**config.mk**
```make
export PLATFORM = sky130hd
export DESIGN_NAME = user_obi_demux
export DESIGN_NICKNAME = d
export VERILOG_FILES = /design/src/rtl/user_pkg.sv /design/src/rtl/user_obi_err_sbr.sv /design/src/rtl/user_obi_demux.sv
export SDC_FILE = /design/constraint.sdc
export NUM_CORES = 1
export LEC_CHECK = 0
export CAP_MARGIN = 40
export CORE_MARGIN = 8
export CORE_UTILIZATION = 25
export DETAILED_ROUTE_END_ITERATION = 7
export GPL_ROUTABILITY_DRIVEN = 0
export GPL_TIMING_DRIVEN = 0
export PLACE_DENSITY_LB_ADDON = 0.12
export SYNTH_ARGS = -nofsm -noshare
export SYNTH_HDL_FRONTEND = slang
export SYNTH_SLANG_ARGS = --single-unit
```
**constraint.sdc**
```tcl
create_clock -name clk_i -period 3.29 [get_ports clk_i]
set_clock_uncertainty 0.2 [all_clocks]
set_input_delay 0.4935 -clock clk_i [delete_from_list [all_inputs] [get_ports clk_i]]
set_output_delay 0.4935 -clock clk_i [all_outputs]
set_load 0.03 [all_outputs]
```
**src/rtl/user_pkg.sv**
```systemverilog
// User-domain address map, subordinate indices and error-response data shared by the
// user-domain demux and its error subordinate.
package user_pkg;

  typedef struct packed {
    logic [31:0] idx;
    logic [31:0] start_addr;
    logic [31:0] end_addr;
  } addr_map_rule_t;

  typedef enum logic [1:0] {
    UserError      = 2'd0,
    UserRom        = 2'd1,
    UserRedisCache = 2'd2
  } user_demux_outputs_e;

  localparam int unsigned NumUserDomainSubordinates = 2;

  localparam logic [31:0] UserRomAddrOffset        = 32'h2000_0000;
  localparam logic [31:0] UserRomAddrRange         = 32'h0000_1000;
  localparam logic [31:0] UserRedisCacheAddrOffset = 32'h2000_1000;
  localparam logic [31:0] UserRedisCacheAddrRange  = 32'h0000_1000;

  // End addresses are exclusive.
  localparam addr_map_rule_t [NumUserDomainSubordinates-1:0] user_addr_map = '{
    '{idx:        32'(UserRedisCache),
      start_addr: UserRedisCacheAddrOffset,
      end_addr:   UserRedisCacheAddrOffset + UserRedisCacheAddrRange},
    '{idx:        32'(UserRom),
      start_addr: UserRomAddrOffset,
      end_addr:   UserRomAddrOffset + UserRomAddrRange}
  };

  localparam logic [31:0] ErrData = 32'hBADCAB1E;

endpackage

```
**src/rtl/user_obi_err_sbr.sv**
```systemverilog
// OBI error subordinate: always grants and answers every accepted request one cycle
// later with err set and a fixed read-data pattern.
module user_obi_err_sbr
  import user_pkg::*;
#(
  parameter int unsigned          DataWidth = 32,
  parameter int unsigned          IdWidth   = 1,
  parameter logic [DataWidth-1:0] RespData  = DataWidth'(ErrData)
) (
  input  logic                 clk_i,
  input  logic                 rst_ni,
  input  logic                 req_i,
  output logic                 gnt_o,
  input  logic [IdWidth-1:0]   aid_i,
  output logic                 rvalid_o,
  output logic [DataWidth-1:0] rdata_o,
  output logic                 err_o,
  output logic [IdWidth-1:0]   rid_o
);

  logic               rvalid_q;
  logic [IdWidth-1:0] rid_q;

  assign gnt_o = 1'b1;

  always_ff @(posedge clk_i or negedge rst_ni) begin
    if (!rst_ni) begin
      rvalid_q <= 1'b0;
      rid_q    <= '0;
    end else begin
      rvalid_q <= req_i;
      if (req_i) begin
        rid_q <= aid_i;
      end
    end
  end

  // Idle response fields are forced to zero so the manager side stays quiet.
  assign rvalid_o = rvalid_q;
  assign err_o    = rvalid_q;
  assign rdata_o  = rvalid_q ? RespData : '0;
  assign rid_o    = rvalid_q ? rid_q : '0;

endmodule

```
**src/rtl/user_obi_demux.sv**
```systemverilog
// OBI 1-to-N demux for the user domain: rule-table decode, in-order response return via a
// single-target outstanding counter, and an internal error subordinate on port 0.
module user_obi_demux
  import user_pkg::addr_map_rule_t;
  import user_pkg::user_addr_map;
#(
  parameter int unsigned                    AddrWidth = 32,
  parameter int unsigned                    DataWidth = 32,
  parameter int unsigned                    IdWidth   = 1,
  parameter int unsigned                    NumRules  = 2,
  parameter addr_map_rule_t [NumRules-1:0]  AddrMap   = user_addr_map,
  parameter int unsigned                    MaxTrans  = 4,
  parameter logic [DataWidth-1:0]           ErrData   = DataWidth'(user_pkg::ErrData)
) (
  input  logic                          clk_i,
  input  logic                          rst_ni,

  input  logic                          mgr_req_i,
  output logic                          mgr_gnt_o,
  input  logic [AddrWidth-1:0]          mgr_addr_i,
  input  logic                          mgr_we_i,
  input  logic [DataWidth/8-1:0]        mgr_be_i,
  input  logic [DataWidth-1:0]          mgr_wdata_i,
  input  logic [IdWidth-1:0]            mgr_aid_i,
  output logic                          mgr_rvalid_o,
  output logic [DataWidth-1:0]          mgr_rdata_o,
  output logic                          mgr_err_o,
  output logic [IdWidth-1:0]            mgr_rid_o,

  output logic [NumRules-1:0]           sbr_req_o,
  input  logic [NumRules-1:0]           sbr_gnt_i,
  output logic [AddrWidth-1:0]          sbr_addr_o,
  output logic                          sbr_we_o,
  output logic [DataWidth/8-1:0]        sbr_be_o,
  output logic [DataWidth-1:0]          sbr_wdata_o,
  output logic [IdWidth-1:0]            sbr_aid_o,
  input  logic [NumRules-1:0]           sbr_rvalid_i,
  input  logic [NumRules*DataWidth-1:0] sbr_rdata_i,
  input  logic [NumRules-1:0]           sbr_err_i,
  input  logic [NumRules*IdWidth-1:0]   sbr_rid_i
);

  localparam int unsigned NumPorts = NumRules + 1;
  localparam int unsigned SelWidth = $clog2(NumPorts);
  localparam int unsigned CntWidth = $clog2(MaxTrans + 1);

  logic [SelWidth-1:0]  sel, last_sel_q;
  logic [CntWidth-1:0]  cnt_q, cnt_d;
  logic                 stall, accept;

  logic                 err_req, err_gnt, err_rvalid, err_err;
  logic [DataWidth-1:0] err_rdata;
  logic [IdWidth-1:0]   err_rid;

  logic                 resp_rvalid, resp_err;
  logic [DataWidth-1:0] resp_rdata;
  logic [IdWidth-1:0]   resp_rid;

  // Walk rules from highest to lowest index so the lowest matching rule wins.
  always_comb begin
    sel = '0;
    for (int r = int'(NumRules) - 1; r >= 0; r--) begin
      if (mgr_addr_i >= AddrWidth'(AddrMap[r].start_addr) &&
          mgr_addr_i <  AddrWidth'(AddrMap[r].end_addr)) begin
        sel = SelWidth'(AddrMap[r].idx);
      end
    end
  end

  assign stall = (cnt_q == CntWidth'(MaxTrans)) || ((cnt_q != '0) && (sel != last_sel_q));

  always_comb begin
    sbr_req_o = '0;
    err_req   = 1'b0;
    mgr_gnt_o = 1'b0;
    if (!stall) begin
      if (sel == '0) begin
        err_req   = mgr_req_i;
        mgr_gnt_o = mgr_req_i & err_gnt;
      end
      for (int k = 0; k < int'(NumRules); k++) begin
        if (sel == SelWidth'(k + 1)) begin
          sbr_req_o[k] = mgr_req_i;
          mgr_gnt_o    = mgr_req_i & sbr_gnt_i[k];
        end
      end
    end
  end

  assign accept = mgr_req_i & mgr_gnt_o;

  assign sbr_addr_o  = mgr_addr_i;
  assign sbr_we_o    = mgr_we_i;
  assign sbr_be_o    = mgr_be_i;
  assign sbr_wdata_o = mgr_wdata_i;
  assign sbr_aid_o   = mgr_aid_i;

  always_comb begin
    resp_rvalid = err_rvalid;
    resp_err    = err_err;
    resp_rdata  = err_rdata;
    resp_rid    = err_rid;
    for (int k = 0; k < int'(NumRules); k++) begin
      if (last_sel_q == SelWidth'(k + 1)) begin
        resp_rvalid = sbr_rvalid_i[k];
        resp_err    = sbr_err_i[k];
        resp_rdata  = sbr_rdata_i[k*DataWidth +: DataWidth];
        resp_rid    = sbr_rid_i[k*IdWidth +: IdWidth];
      end
    end
  end

  // A response only counts while something is outstanding; stale rvalids are dropped.
  assign mgr_rvalid_o = resp_rvalid & (cnt_q != '0);
  assign mgr_err_o    = mgr_rvalid_o & resp_err;
  assign mgr_rdata_o  = mgr_rvalid_o ? resp_rdata : '0;
  assign mgr_rid_o    = mgr_rvalid_o ? resp_rid : '0;

  always_comb begin
    cnt_d = cnt_q;
    if (accept && !mgr_rvalid_o && (cnt_q != CntWidth'(MaxTrans))) begin
      cnt_d = cnt_q + CntWidth'(1);
    end else if (mgr_rvalid_o && !accept && (cnt_q != '0)) begin
      cnt_d = cnt_q - CntWidth'(1);
    end
  end

  always_ff @(posedge clk_i or negedge rst_ni) begin
    if (!rst_ni) begin
      cnt_q      <= '0;
      last_sel_q <= '0;
    end else begin
      cnt_q <= cnt_d;
      if (accept) begin
        last_sel_q <= sel;
      end
    end
  end

  user_obi_err_sbr #(
    .DataWidth (DataWidth),
    .IdWidth   (IdWidth),
    .RespData  (ErrData)
  ) u_err_sbr (
    .clk_i    (clk_i),
    .rst_ni   (rst_ni),
    .req_i    (err_req),
    .gnt_o    (err_gnt),
    .aid_i    (mgr_aid_i),
    .rvalid_o (err_rvalid),
    .rdata_o  (err_rdata),
    .err_o    (err_err),
    .rid_o    (err_rid)
  );

  for (genvar k = 0; k < NumRules; k++) begin : gen_rvalid_chk
    rvalid_from_unselected : assert property (@(posedge clk_i) disable iff (!rst_ni)
      (sbr_rvalid_i[k] && (cnt_q != '0)) |-> (last_sel_q == SelWidth'(k + 1)));
  end

endmodule

```
==> impl_metrics.yaml <==
run_status:
  outcome: "finished, final reports clean"
yosys:
  synth_top_family_by_area: "compound AO/OA/AOI/OAI gates"
  syn_nets: 397
  syn_inst: 251
  netlist_area_um2: 1843
  syn_avg_cell_area_um2: 7.343
  synth-simple-area-share: 0.1548
  synth-compound-area-share: 0.3639
  ys_ff_latch: 7
  netlist-cell-type-count: 45
  synthFlopType: "dfrtp_1"
  synth_adder_area_share: 0.01086
  synth_seq_area_share: 0.09504
  yosysWarnings: 0
  ys_async_sr_fraction: 1.000
  synth-xor-area-share: 0.004752
  synth-edff-count: 0
  muxShareOfSynthArea: 0.02783
  synth_area_leader_cell: "buf_4"
  synth_top_cell_area_share: 0.2851
  synth.area.top_cells: "buf_4 (29%), a211oi_1 (17%), dfrtp_1 (9.5%), a21oi_1 (6.0%), a22oi_1 (5.3%)"
final_layout:
  nets: 605
  antenna_cells: 0
  area_growth_pct: 119.1
  instances_no_fill: 557
  finalInstanceArea_um2: 4039
  drive_gt1_frac: 0.2096
  fill_cells: 704
detailed_routing:
  post_drt_wl_per_cell_um: 18.10
  dr.max_layer_used: "met4"
  viasPerCell: 4.715
  routed-wl-met3_um: 1615
  drtAntennaViolNets: 0
  wl_met1_um: 3452
  initialDrtViolationCount: 126
  wl_met2_um: 4940
  vias: 2626
  drc: 0
  drt_pass1_iterations: 5
  routed_wl_um: 10080
cts:
  cts.sink_count: 7
  cts_max_level: 1
  clk_latency_ns: 0.23
  postCtsSetupBuffers: 0
  cts_buffers: 3
  cts_max_path_buffers: 2
  path_clk_slew_ns: 0.04
  cts_tree: "built"
  hold_buffers: 0
  ctsRootBufferMaster: "clkbuf_8"
worst_setup_path:
  cp.required_ns: 3.25
  regToRegEndpoint: "cnt_q[2]"
  slowest_delay_ns: 0.53
  reg2reg_depth: 11
  crit_type: "primary input to flop"
  crit_path_start_kind: "primary input"
  cp_max_fo: 9
  arrival_ns: 3.21
  r2r_setup_slack_ns: 0.07
  crit_end: "cnt_q[2]"
  worst_path_max_delay_cell: "or4_1"
  path_cells: "clkdlybuf4s50_1 > nor4b_2 > and4_4 > and2_4 > a31oi_4 > inv_2 > nand2_1 > fa_1 > or4_1 > mux2i_1 > nand3b_1"
  endpoint_kind: "flop"
  startpoint: "mgr_addr_i[31]"
  worstReg2RegStart: "last_sel_q[1]"
sta:
  tns_ns: 0
  drv_slew: 0
  fmax_mhz: 308.1
  min_period_ns: 3.245
  period_share: 0.9864
  setup_viol: 0
  slew_headroom: 0.6795
  rsz0062_at_grt: "true"
  tightest_slew_ns: 0.4807
  hold_viol: 0
hold_path:
  hp-class: "flop to flop"
  whs_path_depth: 1
placement:
  port_buffers: 203
  dpl.cell_count: 553
  dp_hpwl_um: 8728
  dpl_cell_area_um2: 3999
global_routing:
  grt_pass1_vias: 2703
  grt_pass1_wl_um: 14530
  grt.total_usage: 0.1747
  grt_max_degree: 11
  antenna_found_initial: 0
  grt-ovfl-total: 0
die:
  initial_core_util: 0.2555
  rows: 31
  die_area_um2: 10380
  core_um2: 7214
  die_h_um: 101.9
  pin_count: 253
  die_x_um: 101.9
flow_run:
  maxCapViolations: 0
pwr:
  ir_worst_vdd_mv: 0.1586
  p_per_area_nw_per_um2: 327.8
  leakagePower_nw: 1.856
  total_power_mw: 1.324
-- sequential cells by signal (all words and copies together) (netlist names) --
signal,count
cnt_q,3
u_err_sbr.rid_q,1
last_sel_q,2
u_err_sbr.err_o,1
-- cell usage after synthesis, types with 2 or more instances --
| master | number |
|---|---|
| a22oi_1 | 13 |
| dfrtp_1 | 7 |
| o31ai_1 | 2 |
| nor4_2 | 2 |
| inv_2 | 3 |
| and2b_1 | 2 |
| buf_4 | 70 |
| buf_2 | 4 |
| inv_1 | 3 |
| nand2_1 | 13 |
| a21oi_1 | 22 |
| o21ai_1 | 2 |
| mux2i_1 | 4 |
| clkbuf_1 | 14 |
| and2_1 | 2 |
| a211o_1 | 2 |
| nor2_1 | 17 |
| a211oi_1 | 42 |
-- routing by layer --
metal | vias up | global-route usage
met2 | 170 | 0.3104
li1 | 1273 | -
met5 | - | 0
met4 | 0 | 0.03160
met1 | 1177 | 0.1779
met3 | 6 | 0.09537
-- worst max-delay path, delay by kind of cell --
kind                       cells  cell delay (ns)
and+or+nand+nor                6             1.46
muxes                          1             0.14
AOI/OAI and AO/OA              1             0.17
buffers and inverters          2             0.52
adders and majority gates      1             0.43
-- logic make-up after synthesis --
family,Yosys count
flip-flops,7
multiplexers,5
AO/OA/AOI/OAI,93
adder cells (fa/ha/maj),1
AND/OR/NAND/NOR,49
XOR/XNOR,1
buffers and inverters,95
-- worst min path at each step --
stage	slack [ns]	end	start
after floorplan	-0.002	cnt_q[0]	rst_ni
after detailed placement	0.29	u_err_sbr.rid_q	u_err_sbr.rid_q
after CTS	0.30	u_err_sbr.rid_q	u_err_sbr.rid_q
after global placement	0.28	u_err_sbr.rid_q	u_err_sbr.rid_q
after global routing	0.32	u_err_sbr.rid_q	u_err_sbr.rid_q
final	0.30	u_err_sbr.rid_q	u_err_sbr.rid_q
-- placed cells by master (no fill, tap or decap), types with 2 or more instances in the layout --
| master | Yosys | routed |
|---|---|---|
| buf_2 | 4 | 3 |
| dfrtp_1 | 7 | 7 |
| and2_1 | 2 | 2 |
| clkbuf_8 | 0 | 3 |
| clkdlybuf4s50_1 | 0 | 165 |
| nor2_1 | 17 | 17 |
| a22oi_1 | 13 | 13 |
| and2b_1 | 2 | 2 |
| inv_2 | 3 | 3 |
| a21oi_1 | 22 | 22 |
| dlymetal6s2s_1 | 0 | 12 |
| a211oi_1 | 42 | 42 |
| inv_1 | 3 | 3 |
| clkbuf_1 | 14 | 14 |
| o21ai_1 | 2 | 2 |
| nor4_2 | 2 | 2 |
| buf_4 | 70 | 71 |
| mux2i_1 | 4 | 4 |
| a211o_1 | 2 | 2 |
| nand2_1 | 13 | 12 |
| o31ai_1 | 2 | 2 |
| dlygate4sd2_1 | 0 | 23 |
| clkbuf_2 | 0 | 4 |
-- through the flow --
| step | util | hold WS (ns) | worst slack (ns) |
|---|---|---|---|
| 4_1_cts | 0.5567 | 0.3019 | 0.01381 |
| 6_report | 0.5598 | 0.2996 | 0.04470 |
| 3_3_place_gp | 0.5543 | 0.2773 | -0.3139 |
| 2_1_floorplan | - | -0.002091 | 0.2586 |
| 5_1_grt | 0.5598 | 0.3170 | -0.1386 |
| 3_5_place_dp | 0.5543 | 0.2922 | -0.3522 |
-- report_power, final --
| group | internal, mW | total, mW | switching (mW) |
|---|---|---|---|
| logic | 0.468 | 1.04 | 0.572 |
| registers | 0.114 | 0.159 | 0.0454 |
| clock network | 0.0842 | 0.125 | 0.0410 |
-- cell type report --
cell class              instances  area [um^2]  share of cell area
repair buffers                203         2018              0.4997
well taps                      99        123.9             0.03067
multi-input cells             149         1041              0.2577
clock buffers                   4        45.04             0.01115
plain buffers                  89        613.1              0.1518
inverters                       6        22.52            0.005576
flip-flops and latches          7        175.2             0.04337
-- what timing repair did --
item                       CTS  global route
gates cloned                 0             0
resized for setup           28            25
setup endpoints to repair   38            16
No activity file was read; power rests on OpenSTA's default activity.
